==> config.mk <==
export PLATFORM = sky130hd
export DESIGN_NAME = csi2_nto1_frame_mux
export DESIGN_NICKNAME = d
export VERILOG_FILES = /design/src/rtl/csi2_nto1_frame_mux.sv
export SDC_FILE = /design/constraint.sdc
export NUM_CORES = 1
export LEC_CHECK = 0
export BUFFER_PORTS_ARGS = -buffer_cell sky130_fd_sc_hd__buf_2
export CORE_MARGIN = 2
export CORE_UTILIZATION = 30
export CTS_CLUSTER_DIAMETER = 200
export DETAILED_ROUTE_END_ITERATION = 16
export GPL_ROUTABILITY_DRIVEN = 0
export PLACE_DENSITY_LB_ADDON = 0.08
export SYNTH_ARGS = -nofsm -noshare
export SYNTH_HDL_FRONTEND = slang
export SYNTH_SLANG_ARGS = --single-unit
==> constraint.sdc <==
create_clock -name clk_i -period 3.1 [get_ports clk_i]
set_input_delay 0.465 -clock clk_i [delete_from_list [all_inputs] [get_ports clk_i]]
set_output_delay 0.465 -clock clk_i [all_outputs]
set_load 0.01 [all_outputs]
==> src/rtl/csi2_nto1_frame_mux.sv <==
// N-to-1 CSI-2 byte-domain frame multiplexer: forwards whole frames from one
// channel at a time, chosen manually or by round-robin. Switches only at frame ends.
module csi2_nto1_frame_mux #(
    parameter int NUM_CH = 4,
    parameter int DATA_W = 16,
    localparam int CH_W  = (NUM_CH > 2) ? $clog2(NUM_CH) : 1
) (
    input  logic                       clk_i,
    input  logic                       reset_i,
    input  logic [NUM_CH*DATA_W-1:0]   ch_data_i,
    input  logic [NUM_CH-1:0]          ch_valid_i,
    input  logic [NUM_CH-1:0]          ch_fs_i,
    input  logic [NUM_CH-1:0]          ch_fe_i,
    input  logic [NUM_CH-1:0]          ch_en_i,
    input  logic                       mode_i,
    input  logic [CH_W-1:0]            mux_sel_i,
    input  logic [7:0]                 frames_per_ch_i,
    output logic [DATA_W-1:0]          data_o,
    output logic                       valid_o,
    output logic                       fs_o,
    output logic                       fe_o,
    output logic [CH_W-1:0]            active_ch_o,
    output logic                       switch_pending_o,
    output logic                       err_o
);

    typedef enum logic {IDLE, STREAM} state_t;

    state_t            state;
    logic [CH_W-1:0]   tgt;
    logic [7:0]        frame_cnt;
    logic              mode_q;

    logic [DATA_W-1:0] words [NUM_CH];
    logic              cur_v, cur_fs, cur_fe, cur_en;
    logic              sel_in_range, sel_ok;
    logic              mode_chg;
    logic [7:0]        fpc;
    logic              rotate;
    logic [7:0]        cnt_inc;
    logic [CH_W:0]     nxt;

    // Lowest-offset enabled channel after 'from', wrapping; MSB flags a hit.
    function automatic logic [CH_W:0] next_en(input logic [CH_W-1:0] from,
                                              input logic [NUM_CH-1:0] en);
        logic [CH_W:0]   res;
        logic [CH_W-1:0] idx;
        res = '0;
        for (int unsigned i = NUM_CH; i >= 1; i--) begin
            idx = CH_W'((32'(from) + i) % NUM_CH);
            if (en[idx]) res = {1'b1, idx};
        end
        return res;
    endfunction

    always_comb begin
        for (int unsigned k = 0; k < NUM_CH; k++) begin
            words[k] = ch_data_i[k*DATA_W +: DATA_W];
        end
    end

    always_comb begin
        cur_v        = ch_valid_i[tgt];
        cur_fs       = ch_fs_i[tgt];
        cur_fe       = ch_fe_i[tgt];
        cur_en       = ch_en_i[tgt];
        sel_in_range = 32'(mux_sel_i) < 32'(NUM_CH);
        sel_ok       = sel_in_range && ch_en_i[mux_sel_i];
        mode_chg     = mode_i != mode_q;
        fpc          = (frames_per_ch_i == 8'd0) ? 8'd1 : frames_per_ch_i;
        rotate       = ({1'b0, frame_cnt} + 9'd1) >= {1'b0, fpc};
        cnt_inc      = (frame_cnt == 8'hFF) ? 8'hFF : frame_cnt + 8'd1;
        nxt          = next_en(tgt, ch_en_i);
    end

    assign active_ch_o = tgt;

    always_ff @(posedge clk_i) begin
        if (reset_i) begin
            state            <= IDLE;
            tgt              <= '0;
            frame_cnt        <= '0;
            mode_q           <= mode_i;
            data_o           <= '0;
            valid_o          <= 1'b0;
            fs_o             <= 1'b0;
            fe_o             <= 1'b0;
            switch_pending_o <= 1'b0;
            err_o            <= 1'b0;
        end else begin
            mode_q           <= mode_i;
            valid_o          <= 1'b0;
            fs_o             <= 1'b0;
            fe_o             <= 1'b0;
            err_o            <= 1'b0;
            switch_pending_o <= (state == STREAM) && !mode_i && sel_in_range
                                && (mux_sel_i != tgt);

            case (state)
                IDLE: begin
                    if (cur_v && cur_fs && cur_en) begin
                        state   <= STREAM;
                        data_o  <= words[tgt];
                        valid_o <= 1'b1;
                        fs_o    <= 1'b1;
                    end else if (!mode_chg) begin
                        if (!mode_i && sel_ok && (mux_sel_i != tgt)) begin
                            tgt <= mux_sel_i;
                        end else if (!cur_en && nxt[CH_W]) begin
                            tgt <= nxt[CH_W-1:0];
                        end
                    end
                end

                STREAM: begin
                    if (cur_v) begin
                        data_o  <= words[tgt];
                        valid_o <= 1'b1;
                        fs_o    <= cur_fs;
                        fe_o    <= cur_fe;
                        if (cur_fe) begin
                            state <= IDLE;
                            if (!mode_i) begin
                                frame_cnt <= cnt_inc;
                                if (sel_ok && !mode_chg) tgt <= mux_sel_i;
                            end else if (rotate) begin
                                frame_cnt <= '0;
                                if (nxt[CH_W] && !mode_chg) tgt <= nxt[CH_W-1:0];
                            end else begin
                                frame_cnt <= cnt_inc;
                            end
                        end else if (cur_fs) begin
                            err_o <= 1'b1;
                        end
                    end
                end

                default: state <= IDLE;
            endcase

            // A mode flip restarts the per-channel frame count; later NBA wins.
            if (mode_chg) frame_cnt <= '0;
        end
    end

endmodule
==> impl_metrics.yaml <==
sta:
  finClkSkew_ps: 8.36
  hold_ws_ps: 399
  hold_viol: 0
  fmax_ghz: 0.360
  period_share_pct: 89.6
  setup_violations: 0
  maxSlewViolCount: 0
  final.setup.tns_ps: 0
  period_needed_ps: 2780
  setup_ws_ps: 323
  slew_headroom_pct: 54.9
  rsz0062_at_grt: "no"
  worstMarginPinSlew_ps: 675
logic_synthesis:
  synth_top_area_share_pct: 29.5
  synth_area_um2: 2240
  synthCells: 235
  synth_top_flop_cell: "dfxtp_1"
  ys.warnings.count: 0
  avgSynthCellArea_um2: 9.54
  syn-num-nets: 337
  seq_area_frac_synth_pct: 29.5
  synth_edf_count: 0
  synth_top_cells_by_area: "dfxtp_1 (29%), mux4_2 (20%), mux2i_1 (9.4%)"
  ys_async_sr_fraction_pct: 0
  synth.distinct_cells: 41
  ys_ff_latch: 33
  yosys.area.top_type: "dfxtp_1"
clock_network:
  path_clk_slew_ps: 70
  cts.repair.resized: 0
  clock-sinks: 33
  cts_root_buffer: "clkbuf_8"
  cts_setup_buffers: 0
  clk_latency_ps: 290
  postCtsHoldBufs: 0
  cts_tree: "yes"
  numCtsBuffers: 5
  clockBufferDepth: 2
  cts.htree.levels: 2
worst_hold_path:
  hold_path_class: "in -> reg"
  min_from: "mode_i"
critical_path:
  cp.arrival_ps: 2980
  critPathLaunch: "frame_cnt[0]"
  crit_type: "reg -> reg"
  required_ps: 3310
  critPathMaxFanout: 8
  critical-path-max-stage-delay_ps: 420
  path_buf_inv: 0
  cp_cell_sequence: "ha_1 > nand3_1 > nor2_1 > nand2_1 > xnor2_1 > ha_1 > a21oi_1 > o21ai_0 > a221oi_1 > nand2b_2 > o21ai_0 > a211oi_1"
  slowest_stage: "dfxtp_1"
  start_kind: "flop"
  r2r_start: "frame_cnt[0]"
  crit_family: "compound AO/OA/AOI/OAI gates"
  crit_path_end_kind: "flop"
floorplan:
  die_h_um: 90.4
  pin_count: 116
  coreArea_um2: 7250
  dieArea_um2: 8180
  start_util_pct: 30.9
  die_x_um: 90.4
  placementRows: 31
pwr:
  power_mw: 1.65
  ir_drop_mv: 0.267
  p_leak_nw: 1.43
  power_density_nw_per_um2: 553
placement:
  placedCellCount: 438
  placed_area_um2: 2900
  place_ws_ps: 214
  hpwl_um: 4750
  port_buffers: 115
status:
  status: "completed"
global_route:
  grt_max_degree: 28
  antenna_found_initial: 0
  grt_overflow: 0
  grtUsageTotal_pct: 14.5
  grt_pass1_wl_um: 9610
  grt_pass1_vias: 2073
drt:
  avgViaCountPerCell: 4.85
  wl_per_cell_um: 13.4
  drt_iter0_drc: 53
  wl_um: 5990
  ant_nets: 0
  drc: 0
  drtPass1Iterations: 4
  route.vias.total: 2161
finish:
  layout.nets: 448
  stdcell_count: 446
  syn_to_final_growth_pct: 33.2
  design_area_um2: 2980
  diodes: 0
  layout-drive-gt1-share_pct: 43.8
  utilization_pct: 41.1
flow_run:
  max_cap_viol_count: 0
worst paths after layout:
path,endpoint,depth (start not counted),slack (ps)
worst min-delay path,mode_q,1,400
worst min register to register,data_o[15],2,490
worst max-delay path,frame_cnt[3],12,320
worst max register to register,frame_cnt[3],12,320
registers in the layout, summed over array words and instances (netlist names):
signal	cells
data_o	16
valid_o	1
fs_o	1
fe_o	1
active_ch_o	2
mode_q	1
frame_cnt	8
switch_pending_o	1
state	1
err_o	1
routing by layer:
metal	track usage (%)	part of all wire [%]
met5	0	0
met4	4.23	1.1
met3	3.26	6.0
met2	25.0	50
met1	18.3	42
Yosys cell counts, types with 6 or more instances:
cell type / number
nand2_1: 18
nand3_1: 8
a21oi_1: 16
nor2_1: 28
xnor2_1: 7
clkbuf_1: 7
inv_1: 12
mux4_2: 20
dfxtp_1: 33
mux2i_1: 21
ha_1: 9
nor3_1: 6
report_power, final:
| part | leakage [nW] | total (mW) | internal (mW) | switching (mW) |
|---|---|---|---|---|
| Sequential | 0.269 | 0.576 | 0.496 | 0.0803 |
| Clock | 0.0450 | 0.320 | 0.156 | 0.165 |
| Combinational | 1.11 | 0.753 | 0.406 | 0.347 |
| Total | 1.43 | 1.65 | 1.06 | 0.592 |
cell usage in the layout (no fill, tap or decap), drive strengths merged, types with 2 or more instances in the layout:
cell type and instances:
clkbuf 6, inv 12, mux2i 21, dfxtp 33, nand2 20, clkinv 2, a21oi 16, nor4 2
nand4 2, nand2b 4, nor2 28, buf 119, mux4 20, a211oi 2, nand3 8, xor2 2
or4 2, o21ai 6, ha 9, a31oi 2, o211ai 3, xnor2 7, nor3 6, nor2b 2
cell families (layout without fill, tap and decap cells):
group / after synthesis / count (layout) / share of synthesized area (%)
AND/OR/NAND/NOR: 77 / 77 / 15.9
multiplexers: 41 / 41 / 29.5
AO/OA/AOI/OAI: 39 / 39 / 11.4
flip-flops: 33 / 33 / 29.5
buffers and inverters: 27 / 139 / 5.25
adder cells (fa/ha/maj): 9 / 9 / 5.03
XOR/XNOR: 9 / 9 / 3.52
layout make-up:
type	instances	area [um^2]
Timing Repair Buffer	119	606
Tap cell	99	124
Clock inverter	2	10.0
Clock buffer	6	72.6
Inverter	12	45.0
Sequential cell	33	662
Fill cell	757	4270
Multi-Input combinational cell	175	1470
Power figures use the tool's default switching activity.
